## config.mk

```make
export PLATFORM = sky130hd
export DESIGN_NAME = star_collect_ctrl
export DESIGN_NICKNAME = d
export VERILOG_FILES = /design/src/rtl/star_collect_ctrl_pkg.sv /design/src/rtl/star_collect_ctrl_lowest_set_enc.sv /design/src/rtl/star_collect_ctrl.sv
export SDC_FILE = /design/constraint.sdc
export NUM_CORES = 1
export LEC_CHECK = 0
export CELL_PAD_IN_SITES_DETAIL_PLACEMENT = 1
export CELL_PAD_IN_SITES_GLOBAL_PLACEMENT = 1
export CORE_MARGIN = 3
export CORE_UTILIZATION = 38
export DETAILED_ROUTE_END_ITERATION = 10
export PLACE_DENSITY_LB_ADDON = 0.1
export SLEW_MARGIN = 20
export SYNTH_ARGS = -nofsm -noshare
export SYNTH_HDL_FRONTEND = slang
export SYNTH_HIERARCHICAL = 1
export SYNTH_SLANG_ARGS = --single-unit
```

## constraint.sdc

```tcl
create_clock -name sys_clk -period 1.4 [get_ports sys_clk]
set_input_delay 0.28 -clock sys_clk [delete_from_list [all_inputs] [get_ports sys_clk]]
set_output_delay 0.28 -clock sys_clk [all_outputs]
set_load 0.01 [all_outputs]
```

## src/rtl/star_collect_ctrl_pkg.sv

```systemverilog
// Shared game definitions for the star collection scheduler.
package star_collect_ctrl_pkg;

    localparam int unsigned N_STARS_DEF = 4;
    localparam int unsigned ID_W        = 3;

    localparam logic [1:0] IDLE = 2'd0;
    localparam logic [1:0] REQ  = 2'd1;
    localparam logic [1:0] GAP  = 2'd2;

    typedef enum logic [1:0] {
        ST_IDLE = IDLE,
        ST_REQ  = REQ,
        ST_GAP  = GAP
    } state_e;

endpackage

```

## src/rtl/star_collect_ctrl_lowest_set_enc.sv

```systemverilog
// Priority encoder: index of the lowest set bit and an any-bit-set flag.
module lowest_set_enc
    import star_collect_ctrl_pkg::*;
#(
    parameter int unsigned W = N_STARS_DEF
) (
    input  logic [W-1:0]    vec_i,
    output logic [ID_W-1:0] idx_o,
    output logic            any_o
);

    // Scan from the top so the lowest set bit wins.
    always_comb begin
        idx_o = '0;
        any_o = |vec_i;
        for (int i = int'(W) - 1; i >= 0; i--) begin
            if (vec_i[i]) begin
                idx_o = ID_W'(i);
            end
        end
    end

endmodule

```

## src/rtl/star_collect_ctrl.sv

```systemverilog
// Collects star touch pulses and offers them one at a time to the scoreboard.
module star_collect_ctrl
    import star_collect_ctrl_pkg::*;
#(
    parameter int unsigned N_STARS = N_STARS_DEF,
    parameter int unsigned CNT_W   = 3
) (
    input  logic               sys_clk,
    input  logic               RST_N,
    input  logic [N_STARS-1:0] touch,
    input  logic               level_restart,
    input  logic               score_ack,
    output logic               score_req,
    output logic [ID_W-1:0]    score_id,
    output logic [CNT_W-1:0]   collected_cnt,
    output logic               all_collected,
    output logic               stars_rearm
);

    localparam logic [N_STARS-1:0] BIT0   = N_STARS'(1);
    localparam logic [CNT_W-1:0]   LAST_M1 = CNT_W'(N_STARS - 1);

    state_e             state_q;
    logic [N_STARS-1:0] pend_q, pend_d;
    logic [N_STARS-1:0] mask_q, mask_d;
    logic [ID_W-1:0]    id_q;
    logic [CNT_W-1:0]   cnt_q;
    logic               all_q;
    logic               rearm_q;
    logic               req_q;
    logic [ID_W-1:0]    enc_idx;
    logic               enc_any;

    lowest_set_enc #(.W(N_STARS)) u_enc (
        .vec_i (pend_q),
        .idx_o (enc_idx),
        .any_o (enc_any)
    );

    // Capture new touches; retire the offered star once acknowledged.
    always_comb begin
        mask_d = mask_q | touch;
        pend_d = pend_q | (touch & ~mask_q);
        if (state_q == ST_REQ && score_ack) begin
            pend_d = pend_d & ~(BIT0 << id_q);
        end
    end

    // Offer FSM, counter and completion flag; restart overrides everything.
    always_ff @(posedge sys_clk or negedge RST_N) begin
        if (!RST_N) begin
            state_q <= ST_IDLE;
            pend_q  <= '0;
            mask_q  <= '0;
            id_q    <= '0;
            cnt_q   <= '0;
            all_q   <= 1'b0;
            rearm_q <= 1'b0;
            req_q   <= 1'b0;
        end else begin
            rearm_q <= 1'b0;
            if (level_restart) begin
                state_q <= ST_IDLE;
                pend_q  <= '0;
                mask_q  <= '0;
                cnt_q   <= '0;
                all_q   <= 1'b0;
                req_q   <= 1'b0;
                rearm_q <= 1'b1;
            end else begin
                pend_q <= pend_d;
                mask_q <= mask_d;
                case (state_q)
                    ST_IDLE: begin
                        if (enc_any) begin
                            id_q    <= enc_idx;
                            req_q   <= 1'b1;
                            state_q <= ST_REQ;
                        end
                    end
                    ST_REQ: begin
                        if (score_ack) begin
                            cnt_q   <= cnt_q + CNT_W'(1);
                            if (cnt_q == LAST_M1) begin
                                all_q <= 1'b1;
                            end
                            req_q   <= 1'b0;
                            state_q <= ST_GAP;
                        end
                    end
                    ST_GAP: begin
                        state_q <= ST_IDLE;
                    end
                    default: begin
                        req_q   <= 1'b0;
                        state_q <= ST_IDLE;
                    end
                endcase
            end
        end
    end

    assign score_req     = req_q;
    assign score_id      = id_q;
    assign collected_cnt = cnt_q;
    assign all_collected = all_q;
    assign stars_rearm   = rearm_q;

endmodule

```

After elaboration in Yosys (flattened, before gate mapping)

Cells that the tools add are included.

Equal/unequal tests: 6
Add/sub/neg operators: 1
Bitwise logic cells: 7
Multiplexer cells: 23
Reduce and logical (&&, ||, !) cells: 11
Shifts and indexed selects: 1

Operators with widths:

| cell                                                                   | number |
|---|---|
| 2-bit two-way mux                                                      | 7 |
| 4-bit two-way mux                                                      | 3 |
| 3-bit two-way mux                                                      | 3 |
| 3-bit AND reduction                                                    | 3 |
| 4-bit AND                                                              | 2 |
| 1-bit two-way mux                                                      | 8 |
| 4-bit NOT                                                              | 2 |
| 4-bit bitwise OR                                                       | 2 |
| 3-bit inequality test (second input constant)                          | 2 |
| 2-bit nonzero test                                                     | 3 |
| 2-bit one-hot mux with 2 select lines                                  | 1 |
| 2-bit AND reduction                                                    | 2 |
| 4-bit OR reduction                                                     | 1 |
| 1-bit by 3-bit << shifter with 4-bit output (first input constant)     | 1 |
| 3-bit by 1-bit adder with 3-bit output (second input constant)         | 1 |
| 3-bit by 2-bit equality test with 1-bit output (second input constant) | 1 |
| 1-bit one-hot mux with 3 select lines                                  | 1 |
| 2-bit by 1-bit equality test with 1-bit output (second input constant) | 1 |
| 2-bit equality test (second input constant)                            | 1 |
| 2-bit zero test                                                        | 1 |
| 2-bit inequality test (second input constant)                          | 1 |
| 1-bit logical AND                                                      | 1 |
| 1-bit NOT                                                              | 1 |

Flip-flop bits (word level): 19
Input bits: 8
Output and inout bits: 9
Word-level logic and storage cells: 57

Depth between registers and ports, before layout

Depth in word-level cells: 6
Gate-level depth with buffers: 5
Mapped depth without buffers: 5

By module

The synthesis kept the hierarchy.

Modules (own cells, without submodules):

| module            | sequential area each (um^2) | instances | area each (um^2) | cells an instance |
|---|---|---|---|---|
| star_collect_ctrl | 475.5                       | 1         | 804.5            | 69 |
| lowest_set_enc    | 0.0                         | 1         | 46.3             | 9 |

Worst setup path before layout

OpenSTA, ideal clock, no wires.

Kind: register to register
Start point: reg pend_q[0]
End point: reg id_q[0], in the netlist score_id[0]
Required time: 1.275 ns
Buffers on the path: 0
Setup slack: 0.187 ns
Library setup time: 0.125 ns
Arrival time: 1.089 ns
Clock period less this slack: 1.213 ns
Stages on the path, launching flop included: 6
Cells stage by stage: dfrtp_1 > nor2_1 > nand2_1 > nand2b_4 > nor3_4 > mux2_2

Cells in the longest elaborated chain, start to end: 2
Elaborated cells on any way between the ends: 3
Those cells by class: mux (1); reduce/logical (2)

RTL lines:

| what                          | line                                   | RTL |
|---|---|---|
| start: declaration            | star_collect_ctrl.sv:24                | `logic [N_STARS-1:0] pend_q, pend_d;` |
| start signal: assignment      | star_collect_ctrl.sv:71                | `pend_q <= pend_d;` |
| 4-bit OR reduction            | star_collect_ctrl_lowest_set_enc.sv:15 | `any_o = \|vec_i;` |
| named net enc_any             | star_collect_ctrl.sv:32                | `logic enc_any;` |
| 3-bit AND reduction (no line) | -                                      |  |
| end signal: assignment        | star_collect_ctrl.sv:76                | `id_q <= enc_idx;` |
| end: declaration              | star_collect_ctrl.sv:26                | `logic [ID_W-1:0] id_q;` |

The timed path passes the listed nets, and every way through them passes these cells.
A chain may end at the register's enable or synchronous reset.

Final worst setup path

Start point: reg pend_q[1]
End point: reg id_q[1], in the netlist score_id[1]

The elaborated chain is that of the path after synthesis.

==> out/results.tsv <==
metric	value	unit
synth_common_cells	dfrtp_1 (19), nor2_1 (14), a21oi_1 (6), inv_1 (6)	
grt_pass1_wl	3.25	mm
cap_violations	0	
fin_area	1100	um2
hp-class	in -> async	
ant_nets	0	
cts_sinks	19	
synth-seq-cells	19	
syn_to_final_growth	29.9	%
fin_worst_skew	0.00599	ns
clk_latency	0.30	ns
arrival	1.52	ns
drtIter0Drc	3	
numPortBuffers	16	
start_util	0.417	
fin_nets	116	
crit_fanout	4	
end_kind	flop	
synth_nets	88	
coreArea	2040	um2
async_flop_share	1.00	
grt_start_max_net_pins	20	
p_leak	0.535	nW
hold_violations	0	
clkTransAtPathRegs	0.11	ns
hold_slack	0.299	ns
yosys-top-cells-area	dfrtp_1 (56%), nor2_1 (6.2%), mux2_2 (4.0%)	
final.period_utilization	0.948	
diodes	0	
synth_flop_cell	dfrtp_1	
first_pass_iters	4	
setup_viol	0	
drc	0	
irDropWorstVdd	738	uV
die-width	53.3	um
via_per_inst	4.86	
fmax	753	MHz
grt_setup_unrepaired	true	
grt_pass1_vias	719	
cts_buffers	3	
cts_tree	done	
io-pin-count	17	
die_h	53.3	um
synth.largest_area_cell	dfrtp_1	
cp_slowest_cell	dfrtp_1	
synth_area_per_cell	10.9	um2
clockRootBuffer	clkbuf_4	
drive_above_1_share	0.210	
routed_wl	1.79	mm
grtUsageTotal	0.163	
synth_edf_count	0	
cp_cell_sequence	nor2_1 -> nand2_1 -> nand2b_4 -> nor3_4 -> mux2_2	
routed-via-count	641	
syn_area	851	um2
path_class	reg -> reg	
dieArea	2840	um2
synth.top_cell.area_share	0.559	
post-route-min-period	1.33	ns
status	completed	
dpl.hpwl	1.31	mm
cts_max_path_buffers	2	
slew_viol_final	0	
wl_per_cell	13.6	um
synth_cells	78	
synth_seq_area_share	0.559	
power_density	1180	nW/um2
start_kind	flop	
yosysWarnings	6	
overflow	0	
ys_types	25	
required	1.59	ns
synthMostInstantiatedCell	dfrtp_1	
htree_levels	1	
critPathMaxStageDelay	0.41	ns
place_area	1070	um2
globalplace.congestion	0.776	
antenna_found_initial	0	
num_rows	16	
## cell families after synthesis
group	share of synthesized area
AND/OR/NAND/NOR	0.178
flip-flops	0.559
AO/OA/AOI/OAI	0.118
buffers and inverters	0.0618
multiplexers	0.0397
adder cells (fa/ha/maj)	0.0294
other	0.00441
XOR/XNOR	0.0103
## placed cells by master, fill, tap and decap left out
master,n
a31o_2,1
mux2_2,3
xnor2_1,1
buf_4,10
nor3_4,1
a211oi_1,1
nor2_1,14
a21oi_1,6
nand2b_1,2
a21oi_2,1
nor2_2,1
nand3b_1,1
conb_1,1
dlygate4sd2_1,9
inv_1,6
o21ai_0,3
clkdlybuf4s50_1,7
nand2b_4,1
a311oi_1,2
nand2_1,3
nor3_1,2
dfrtp_1,19
a211oi_2,1
and3b_1,1
clkbuf_4,3
clkbuf_1,1
ha_1,2
nor2b_1,2
## timing repair
| item | 4_1_cts | 5_1_grt |
|---|---|---|
| resized for setup | 9 | 0 |
| setup buffers | 2 | 1 |
| hold buffers | 0 | 0 |
| endpoints found under the setup margin | 9 | 2 |
| pin swaps | 0 | 0 |
## per-layer routing
metal	global-route usage	up-vias	wire length (um)
met3	0.0592	4	77
met2	0.273	13	879
met1	0.191	312	813
met5	0	-	0
met4	0.0511	0	23
li1	-	312	-
## power by group
part	switching (mW)	leakage, nW	internal (mW)
Combinational	0.174	0.275	0.190
Sequential	0.0427	0.245	0.613
Clock	0.168	0.0150	0.111
Total	0.384	0.535	0.915
## worst max-delay path, delay by kind of cell (launching register included)
family | cells | cell delay (ns)
simple gates | 4 | 0.43
flops | 1 | 0.41
mux | 1 | 0.37
## registers in the layout (all words and copies together), names as in the netlist
name,cells
score_id,3
pend_q,4
stars_rearm,1
score_req,1
state_q,2
mask_q,4
all_collected,1
collected_cnt,3
## worst paths after layout
check,startpoint,to,slack [ns],cells past startpoint
min reg2reg,mask_q[3],mask_q[3],0.50,2
max,pend_q[1],score_id[1],0.07,5
max reg2reg,pend_q[1],score_id[1],0.07,5
min,RST_N,collected_cnt[2],0.30,2
min in group sys_clk,mask_q[3],mask_q[3],0.50,2
max in group asynchronous,RST_N,score_id[2],0.90,2
## cell type report
class	instances	area (um2)
fill	239	937
inverter	6	22.5
multi-input combinational	50	323
tap	27	33.8
clock buffer	4	26.3
timing repair buffer	26	224
sequential	19	475
## per-stage QoR
step | setup WS, ns | setup TNS [ns] | power [mW] | util | cells
5_1_grt | -0.0132 | -0.0186 | 1.39 | 0.541 | 132
2_1_floorplan | 0.187 | 0 | 0.842 | - | 78
3_5_place_dp | -0.130 | -0.503 | 1.04 | 0.523 | 125
6_report | 0.0722 | 0 | 1.30 | 0.541 | 132
4_1_cts | 0.0675 | 0 | 1.32 | 0.537 | 131
3_3_place_gp | -0.117 | -0.448 | 1.03 | 0.523 | 125
Note: power is estimated with default switching activity, not from simulation.
